$ cat config.mk
export PLATFORM = sky130hd
export DESIGN_NAME = cra_word_sequencer_flat
export DESIGN_NICKNAME = d
export VERILOG_FILES = /design/src/rtl/cra_word_sequencer_pkg.sv /design/src/rtl/cra_word_sequencer_if.sv /design/src/rtl/sixteen_CRA.sv /design/src/rtl/cra_word_sequencer.sv /design/src/flat_wrapper.sv
export SDC_FILE = /design/constraint.sdc
export NUM_CORES = 1
export LEC_CHECK = 0
export ABC_CLOCK_PERIOD_IN_PS = 15440
export BUFFER_PORTS_ARGS = -buffer_cell sky130_fd_sc_hd__buf_2
export CORE_ASPECT_RATIO = 0.9
export CORE_MARGIN = 4
export CORE_UTILIZATION = 35
export DETAILED_ROUTE_END_ITERATION = 10
export SKIP_CTS_REPAIR_TIMING = 1
export SYNTH_ARGS = -nofsm -noshare
export SYNTH_HDL_FRONTEND = slang
export SYNTH_SLANG_ARGS = --single-unit
$ cat constraint.sdc
create_clock -name clk -period 15.44 [get_ports clk]
set_input_delay 3.088 -clock clk [delete_from_list [all_inputs] [get_ports clk]]
set_output_delay 3.088 -clock clk [all_outputs]
set_load 0.005 [all_outputs]
$ cat src/rtl/cra_word_sequencer_pkg.sv
// Shared constants, FSM state encoding and sizing helper for the limb sequencer.
package cra_word_sequencer_pkg;

    localparam int unsigned LIMB_W = 16;

    typedef enum logic [1:0] {
        IDLE = 2'd0,
        RUN  = 2'd1,
        DONE = 2'd2
    } state_e;

    // Limb index width; at least one bit so a 1-limb build still has a register.
    function automatic int unsigned idx_width(input int unsigned words);
        return (words > 1) ? $clog2(words) : 1;
    endfunction

endpackage

$ cat src/rtl/cra_word_sequencer_if.sv
// Host-side request/result bundle for the multi-precision add/subtract sequencer.
interface cra_word_sequencer_if #(
    parameter int unsigned WORDS = 4
);
    import cra_word_sequencer_pkg::*;

    localparam int unsigned DATA_W = LIMB_W * WORDS;

    logic              start;
    logic              ready;
    logic [DATA_W-1:0] a;
    logic [DATA_W-1:0] b;
    logic              c_in;
    logic              sub;
    logic [DATA_W-1:0] sum;
    logic              c_out;
    logic              overflow;
    logic              done;

    modport master (
        output start, a, b, c_in, sub,
        input  ready, sum, c_out, overflow, done
    );

    modport slave (
        input  start, a, b, c_in, sub,
        output ready, sum, c_out, overflow, done
    );

endinterface

$ cat src/rtl/sixteen_CRA.sv
// 16-bit combinational ripple-carry adder used as the shared limb datapath.
module sixteen_CRA
    import cra_word_sequencer_pkg::*;
(
    input  logic [LIMB_W-1:0] a,
    input  logic [LIMB_W-1:0] b,
    input  logic              c_in,
    output logic [LIMB_W-1:0] sum,
    output logic              c_out
);

    logic [LIMB_W:0] carry;

    assign carry[0] = c_in;

    // One full adder per bit, carry rippling upward.
    for (genvar i = 0; i < LIMB_W; i++) begin : g_bit
        assign sum[i]     = a[i] ^ b[i] ^ carry[i];
        assign carry[i+1] = (a[i] & b[i]) | (carry[i] & (a[i] ^ b[i]));
    end

    assign c_out = carry[LIMB_W];

endmodule

$ cat src/rtl/cra_word_sequencer.sv
// Multi-precision add/subtract: one 16-bit limb per clock, LSB first, carry chained in a register.
module cra_word_sequencer
    import cra_word_sequencer_pkg::*;
#(
    parameter int unsigned WORDS = 4
) (
    input  logic                clk,
    input  logic                rst_n,
    cra_word_sequencer_if.slave bus
);

    localparam int unsigned DATA_W   = LIMB_W * WORDS;
    localparam int unsigned IDX_W    = idx_width(WORDS);
    localparam int unsigned LAST_IDX = WORDS - 1;

    state_e              state, state_n;
    logic [IDX_W-1:0]    idx, idx_n;
    logic                carry, carry_n;
    logic                sub_q, sub_n;
    logic [DATA_W-1:0]   a_q, a_n;
    logic [DATA_W-1:0]   b_q, b_n;
    logic [DATA_W-1:0]   shadow, shadow_n;
    logic [DATA_W-1:0]   sum_q, sum_n;
    logic                c_out_q, c_out_n;
    logic                ovf_q, ovf_n;
    logic                ready_q, ready_n;
    logic                done_q, done_n;

    logic [31:0]         base;
    logic [LIMB_W-1:0]   limb_x;
    logic [LIMB_W-1:0]   limb_y;
    logic [LIMB_W-1:0]   limb_s;
    logic                limb_c;

    // Current limb selection; subtraction feeds the inverted b limb.
    assign base   = LIMB_W * 32'(idx);
    assign limb_x = a_q[base +: LIMB_W];
    assign limb_y = b_q[base +: LIMB_W] ^ {LIMB_W{sub_q}};

    sixteen_CRA u_cra (
        .a     (limb_x),
        .b     (limb_y),
        .c_in  (carry),
        .sum   (limb_s),
        .c_out (limb_c)
    );

    // Next-state and next-output logic.
    always_comb begin
        state_n  = state;
        idx_n    = idx;
        carry_n  = carry;
        sub_n    = sub_q;
        a_n      = a_q;
        b_n      = b_q;
        shadow_n = shadow;
        sum_n    = sum_q;
        c_out_n  = c_out_q;
        ovf_n    = ovf_q;

        unique case (state)
            IDLE: begin
                if (bus.start) begin
                    a_n     = bus.a;
                    b_n     = bus.b;
                    sub_n   = bus.sub;
                    carry_n = bus.sub | bus.c_in;
                    idx_n   = '0;
                    state_n = RUN;
                end
            end
            RUN: begin
                shadow_n[base +: LIMB_W] = limb_s;
                carry_n = limb_c;
                idx_n   = idx + IDX_W'(1);
                if (idx == IDX_W'(LAST_IDX)) begin
                    idx_n   = '0;
                    state_n = DONE;
                    sum_n   = shadow_n;
                    c_out_n = limb_c;
                    ovf_n   = (a_q[DATA_W-1] == (b_q[DATA_W-1] ^ sub_q)) &&
                              (limb_s[LIMB_W-1] != a_q[DATA_W-1]);
                end
            end
            DONE: begin
                state_n = IDLE;
            end
            default: begin
                state_n = IDLE;
            end
        endcase

        ready_n = (state_n == IDLE);
        done_n  = (state_n == DONE);
    end

    // State, datapath and output registers.
    always_ff @(posedge clk or negedge rst_n) begin
        if (!rst_n) begin
            state   <= IDLE;
            idx     <= '0;
            carry   <= 1'b0;
            sub_q   <= 1'b0;
            a_q     <= '0;
            b_q     <= '0;
            shadow  <= '0;
            sum_q   <= '0;
            c_out_q <= 1'b0;
            ovf_q   <= 1'b0;
            ready_q <= 1'b1;
            done_q  <= 1'b0;
        end else begin
            state   <= state_n;
            idx     <= idx_n;
            carry   <= carry_n;
            sub_q   <= sub_n;
            a_q     <= a_n;
            b_q     <= b_n;
            shadow  <= shadow_n;
            sum_q   <= sum_n;
            c_out_q <= c_out_n;
            ovf_q   <= ovf_n;
            ready_q <= ready_n;
            done_q  <= done_n;
        end
    end

    assign bus.ready    = ready_q;
    assign bus.done     = done_q;
    assign bus.sum      = sum_q;
    assign bus.c_out    = c_out_q;
    assign bus.overflow = ovf_q;

endmodule

$ cat src/flat_wrapper.sv
// flat-port wrapper written by rule: the top's interface ports become plain ports
module cra_word_sequencer_flat import cra_word_sequencer_pkg::*;
#(
    parameter int unsigned WORDS = 4
)
  (clk, rst_n, bus_start, bus_a, bus_b, bus_c_in, bus_sub, bus_ready, bus_sum, bus_c_out, bus_overflow, bus_done);
  cra_word_sequencer_if #(.WORDS(WORDS)) bus_i ();
  input  logic clk;
  input  logic rst_n;
  input wire logic [$bits(bus_i.start)-1:0] bus_start;
  input wire logic [$bits(bus_i.a)-1:0] bus_a;
  input wire logic [$bits(bus_i.b)-1:0] bus_b;
  input wire logic [$bits(bus_i.c_in)-1:0] bus_c_in;
  input wire logic [$bits(bus_i.sub)-1:0] bus_sub;
  output wire logic [$bits(bus_i.ready)-1:0] bus_ready;
  output wire logic [$bits(bus_i.sum)-1:0] bus_sum;
  output wire logic [$bits(bus_i.c_out)-1:0] bus_c_out;
  output wire logic [$bits(bus_i.overflow)-1:0] bus_overflow;
  output wire logic [$bits(bus_i.done)-1:0] bus_done;
  assign bus_i.start = bus_start;
  assign bus_i.a = bus_a;
  assign bus_i.b = bus_b;
  assign bus_i.c_in = bus_c_in;
  assign bus_i.sub = bus_sub;
  assign bus_ready = bus_i.ready;
  assign bus_sum = bus_i.sum;
  assign bus_c_out = bus_i.c_out;
  assign bus_overflow = bus_i.overflow;
  assign bus_done = bus_i.done;
  cra_word_sequencer #(.WORDS(WORDS)) u_core (.clk(clk), .rst_n(rst_n), .bus(bus_i));
endmodule
==> run summary, run 1 <==
Outcome
• result of the run: completed

STA
• count of final setup violators: 0
• Final Hold Violating Endpoints: 0
• fin crit share: 0.525
• Pins Over Slew Limit: 0
• worst clock skew: 0.0135 ns
• Setup Total Neg Slack: 0 ns
• Final min period: 8.11 ns
• slew margin rel.: 0.254
• actual slew at the worst max-slew pin: 1.12 ns
• achievable clock frequency: 0.123 GHz
• unrepaired setup endpoints after global routing: no

Routing
• vias after detailed routing: 8759
• routed metal-1 wirelength: 15200 um
• vias per cell: 5.10
• met3 routed WL: 2180 um
• drc violations: 0
• iteration-0 DRC count of the detailed router: 646
• uppermost signal routing layer after detailed routing: met4
• DR WL met2: 15200 um
• routed wire length per instance: 19.4 um
• Detailed Route WL: 33300 um
• Routed Antenna Nets: 0
• Initial DRT Pass Iterations: 7

Synth
• top cells by area in the synthesized netlist: sky130_fd_sc_hd__dfrtp_1 (56%), sky130_fd_sc_hd__nand2_1 (13%), sky130_fd_sc_hd__mux4_2 (5.7%)
• most frequent cells after synthesis: sky130_fd_sc_hd__nand2_1 (394), sky130_fd_sc_hd__dfrtp_1 (265), sky130_fd_sc_hd__nor2_1 (130)
• netlist area before placement: 0.0118 mm^2
• fraction of post-synthesis cell area in the top cell type by area: 0.563
• Ys Warns: 0
• Post-Synthesis Cells: 1119
• part of the Yosys area used for sequential elements: 0.565
• biggest area consumer among synthesized cells: sky130_fd_sc_hd__dfrtp_1
• average footprint of a synthesized cell: 10.5 um^2
• number of enable-type register cells in the synthesized netlist: 0
• primary flip-flop cell chosen by synthesis mapping: sky130_fd_sc_hd__dfrtp_1
• library cells used by synthesis: 43
• most instantiated library cell after synthesis: sky130_fd_sc_hd__nand2_1
• Synthesized Nets: 1274
• async set or reset register ratio after synthesis: 1.00
• number of register bits inferred by synthesis: 266

Critical path
• kind of capture point of the worst setup path: flop
• CP top delay family: adder cells
• signal arrival time at the worst endpoint: 8.58 ns
• Worst Setup Path Type: reg2reg
• crit-path most repeated cell: sky130_fd_sc_hd__fa_1
• slowest stage delay, CP: 0.61 ns
• WP buf/inv: 1
• Critical Path, Cell by Cell: mux4_2, xor2_1, fa_1, fa_1, fa_1, fa_1, fa_1, fa_1, fa_1, fa_1, fa_1, fa_1, fa_1, fa_1, fa_1, inv_1, fa_1, fa_1, fa_1, or3_1, a31oi_1
• Critical Path RT: 15.91 ns
• master of the slowest instance on the critical path: sky130_fd_sc_hd__dfrtp_2
• crit-path max FO: 12
• type of element launching the critical path: flop

Finish
• Area Overhead vs Synth: 18.0%
• # nets final: 1427
• number of diodes: 0
• share of cells above drive strength 1: 0.240

Run
• max-cap check violation count: 0

Clock tree
• number of buffers between clock root and the deepest sink: 3
• clock slew seen by the registers of the worst setup and hold paths: 0.06 ns
• TritonCTS buffer count: 28
• later-pin clock latency in the skew report: 0.54 ns
• TritonCTS clock tree: yes
• Max H-tree Level: 1
• Root Buffer Master: sky130_fd_sc_hd__clkbuf_16
• CTS sink cnt: 266

Placement
• DP Wirelength: 22600 um
• gpl congestion: 0.822
• count of input and output buffers: 200

Floorplanning
• number of primary I/O pins: 201
• initial core utilization: 0.356
• CORE AREA: 0.0331 mm^2
• Die Footprint: 0.0367 mm^2
• die width: 201 um
• Die Height: 182 um
• standard-cell rows: 63

GRT
• number of antenna violations at the first check in global routing: 0
• vias in the first global route: 8906
• grt ovf: 0
• first-pass GRT wire length: 51900 um
• Global Route Usage Sum: 0.177
• maximum number of pins on one net before global-route repair: 114

Hold path
• path type of the worst min-delay path: reg2reg

## through the flow
step / hold WS (ns) / std cells / instance area, um^2 / setup slack (ns) / utilization
after floorplan: 0.437 / 1119 / 11800 / 7.74 / -
after global placement: 0.451 / 1664 / 13000 / 7.47 / 0.392
after detailed placement: 0.458 / 1664 / 13000 / 7.38 / 0.392
after CTS: 0.473 / 1716 / 13900 / 7.33 / 0.420
after global routing: 0.488 / 1716 / 13900 / 7.01 / 0.420
final: 0.471 / 1716 / 13900 / 7.33 / 0.420
## worst register-to-register path, delay by kind of cell, from the launching register on
family / cells / cell delay [ns]
simple gates: 1 / 0.38
buf+inv: 1 / 0.08
flops: 1 / 0.61
fa+ha+maj: 16 / 6.07
xor+xnor: 1 / 0.17
compound gates: 1 / 0.16
mux: 1 / 0.57
## final timing paths
kind	cells past startpoint	endpoint	start	slack, ns
worst max-delay path	21	u_core.bus.overflow	u_core.idx[0]	7.33
worst min-delay path	2	u_core.b_q[55]	u_core.b_q[55]	0.47
worst max register to register	21	u_core.bus.overflow	u_core.idx[0]	7.33
worst min register to register	2	u_core.b_q[55]	u_core.b_q[55]	0.47
max in group asynchronous	3	u_core.shadow[42]	rst_n	10.37
min in group asynchronous	1	u_core.bus.done	rst_n	2.59
## cell families (layout without fill, tap and decap cells)
group / count (synthesis) / in the layout / synth area share
simple gates: 545 / 545 / 0.184
compound gates: 135 / 135 / 0.0999
fa+ha+maj: 22 / 22 / 0.0335
flops: 266 / 266 / 0.565
xor+xnor: 17 / 17 / 0.0126
mux: 32 / 32 / 0.0618
buf+inv: 102 / 277 / 0.0435
## registers in the layout, summed over array words and instances, names as in the netlist
signal	flops
u_core.bus.sum	64
u_core.shadow	64
u_core.a_q	64
u_core.bus.c_out	1
u_core.bus.ready	1
u_core.b_q	64
u_core.state	2
u_core.carry	1
u_core.idx	2
u_core.bus.done	1
u_core.sub_q	1
u_core.bus.overflow	1
## per-layer routing
layer / global-route usage / vias up
li1: - / 4072
met1: 0.262 / 4350
met2: 0.277 / 295
met3: 0.0345 / 42
met4: 0.0325 / 0
met5: 0 / -
## layout by cell type (no fill, tap or decap), drive strengths merged
| cell type | instances |
|---|---|
| mux4 | 32 |
| a22o | 53 |
| clkinv | 3 |
| ha | 6 |
| nand3 | 3 |
| o31ai | 2 |
| dfrtp | 265 |
| fa | 16 |
| a221oi | 64 |
| clkinvlp | 2 |
| a31oi | 1 |
| nand2b | 1 |
| clkbuf | 45 |
| dfstp | 1 |
| nor4b | 1 |
| inv | 17 |
| xor2 | 14 |
| nand4b | 1 |
| nand4 | 1 |
| o21ai | 3 |
| o211ai | 1 |
| and4bb | 1 |
| nor2 | 130 |
| or3 | 1 |
| o2bb2ai | 11 |
| nand2 | 395 |
| nand3b | 1 |
| and2b | 2 |
| and2 | 2 |
| buf | 210 |
| xnor2 | 3 |
| or3b | 1 |
| nor4bb | 2 |
| and4b | 1 |
| nor3b | 1 |
| and4 | 1 |
## area by class of cell
cell class	instances	area, um^2
Fill cell	3241	19200
Sequential cell	266	6660
Multi-Input combinational cell	751	4640
Timing Repair Buffer	210	1090
Clock buffer	45	896
Tap cell	422	528
Inverter	15	56.3
Clock inverter	7	47.5
Power of run 1 is not shown: default switching activity piles up to over one toggle a cycle in this logic, so the estimate is an artifact.
==> run 2: changes to the inputs <==
- ABC_CLOCK_PERIOD_IN_PS: 15440 -> 7300
- clock period: 15.44 -> 7.3 ns (I/O delays scaled with it)
==> run summary, run 2 (synthesis gave the netlist of run 1 again) <==
Critical path
• master of the slowest instance on the critical path: sky130_fd_sc_hd__mux4_2
• Critical Path, Cell by Cell: mux4_2, xor2_2, fa_2, fa_2, fa_2, fa_2, fa_2, fa_2, fa_2, fa_2, fa_2, fa_2, fa_2, fa_2, fa_2, inv_2, fa_2, fa_2, fa_1, or3_1, a31oi_1
• worst flop-to-flop path startpoint: u_core.idx[0]
• terminus of the critical flop-to-flop path: u_core.bus.overflow
• crit-path most repeated cell: sky130_fd_sc_hd__fa_2
• flop-to-flop setup slack: 0.16 ns
• worst reg2reg path depth: 21
• kind of capture point of the worst setup path: flop
• WP depth: 21
• WP buf/inv: 1
• CP top delay family: adder cells
• signal arrival time at the worst endpoint: 7.59 ns
• type of element launching the critical path: flop
• Worst Setup Path Type: reg2reg
• crit-path max FO: 3
• slowest stage delay, CP: 0.55 ns
• Critical Path RT: 7.75 ns

Routing
• vias after detailed routing: 8738
• Initial DRT Pass Iterations: 5
• Detailed Route WL: 32700 um
• routed wire length per instance: 19.0 um
• drc violations: 0
• iteration-0 DRC count of the detailed router: 676
• vias per cell: 5.07
• Routed Antenna Nets: 0

STA
• slew margin rel.: 0.207
• minimum hold slack: 0.469 ns
• actual slew at the worst max-slew pin: 1.19 ns
• unrepaired setup endpoints after global routing: yes
• count of final setup violators: 0
• Final min period: 7.14 ns
• Final Hold Violating Endpoints: 0
• fin crit share: 0.978
• worst clock skew: 0.0189 ns
• Pins Over Slew Limit: 0
• achievable clock frequency: 0.140 GHz

Hold path
• Worst Hold Path Cells: 2
• path type of the worst min-delay path: reg2reg
• source of the worst hold timing path: u_core.a_q[52]
• worst hold endpoint: u_core.a_q[52]

Clock tree
• CTS sink cnt: 266
• later-pin clock latency in the skew report: 0.54 ns
• Max H-tree Level: 1
• clock slew seen by the registers of the worst setup and hold paths: 0.06 ns
• TritonCTS clock tree: yes
• Root Buffer Master: sky130_fd_sc_hd__clkbuf_16
• number of buffers between clock root and the deepest sink: 3
• TritonCTS buffer count: 29

Finish
• # nets final: 1432
• most common cell after layout, fill and taps aside: sky130_fd_sc_hd__nand2_1
• number of filler instances in the final layout: 3274
• share of cells above drive strength 1: 0.259
• sequential cell area: 0.00666 mm^2
• multi-input gate area in the final layout: 0.00471 mm^2
• number of diodes: 0
• Area Overhead vs Synth: 19.5%
• top library cells by usage in the layout, fill and taps aside: sky130_fd_sc_hd__nand2_1 (394), sky130_fd_sc_hd__dfrtp_1 (263), sky130_fd_sc_hd__buf_2 (199)

Floorplanning
• CORE AREA: 0.0331 mm^2
• die width: 201 um
• initial core utilization: 0.356
• standard-cell rows: 63
• number of primary I/O pins: 201
• Die Footprint: 0.0367 mm^2
• Die Height: 182 um

Placement
• count of input and output buffers: 200
• gpl congestion: 0.804
• DP Wirelength: 22100 um

GRT
• first-pass GRT wire length: 51500 um
• number of antenna violations at the first check in global routing: 0
• vias in the first global route: 8916
• maximum number of pins on one net before global-route repair: 159
• Global Route Usage Sum: 0.175
• grt ovf: 0

Run
• max-cap check violation count: 0

Outcome
• result of the run: completed

run 2: cell count changes in the layout (fill, tap and decap cells not counted), moves of 3 or more:
cell / previous run / this run
sky130_fd_sc_hd__fa_1: 16 / 1
sky130_fd_sc_hd__fa_2: 0 / 15
sky130_fd_sc_hd__a221oi_1: 64 / 60
sky130_fd_sc_hd__a221oi_2: 0 / 4
sky130_fd_sc_hd__bufinv_16: 0 / 3
sky130_fd_sc_hd__clkbuf_8: 11 / 8
sky130_fd_sc_hd__clkinv_2: 3 / 6
run 2: worst max-delay path by stage:
stage                             start                  end  slack, ns
final                     u_core.idx[0]  u_core.bus.overflow       0.16
after detailed placement  u_core.idx[0]   u_core.bus.sum[15]       0.03
after global routing      u_core.idx[0]  u_core.bus.overflow      -0.05
after floorplan           u_core.idx[0]  u_core.bus.overflow       0.03
after CTS                 u_core.idx[0]   u_core.bus.sum[15]     -0.004
after global placement    u_core.idx[0]   u_core.bus.sum[15]       0.13
run 2: cell type report:
cell class / count / share of cell area
sequential: 266 / 0.473
timing repair buffer: 214 / 0.0804
clock buffer: 43 / 0.0609
multi-input combinational: 751 / 0.334
inverter: 15 / 0.00426
clock inverter: 11 / 0.00977
tap: 422 / 0.0375
run 2: per-stage QoR:
stage / util / setup TNS, ns / worst slack [ns] / cells / instance area, um^2
5_1_grt: 0.426 / -0.115 / -0.0542 / 1722 / 14100
4_1_cts: 0.424 / -0.00424 / -0.00424 / 1720 / 14000
3_5_place_dp: 0.393 / 0 / 0.0252 / 1666 / 13000
3_3_place_gp: 0.393 / 0 / 0.126 / 1666 / 13000
6_report: 0.426 / 0 / 0.159 / 1722 / 14100
2_1_floorplan: - / 0 / 0.0339 / 1119 / 11800
run 2: tightest hold or removal path, cell delays in order (launching register included):
cell and delay (ns):
sky130_fd_sc_hd__dfrtp_1 0.33, sky130_fd_sc_hd__nand2_1 0.05, sky130_fd_sc_hd__nand2_1 0.05
run 2: per-layer routing:
metal / track usage / share of wire / vias up
li1: - / - / 4092
met1: 0.262 / 0.46 / 4345
met2: 0.277 / 0.47 / 266
met3: 0.0263 / 0.051 / 35
met4: 0.0298 / 0.017 / 0
met5: 0 / 0 / -
Power of run 2 is left out for the same reason.
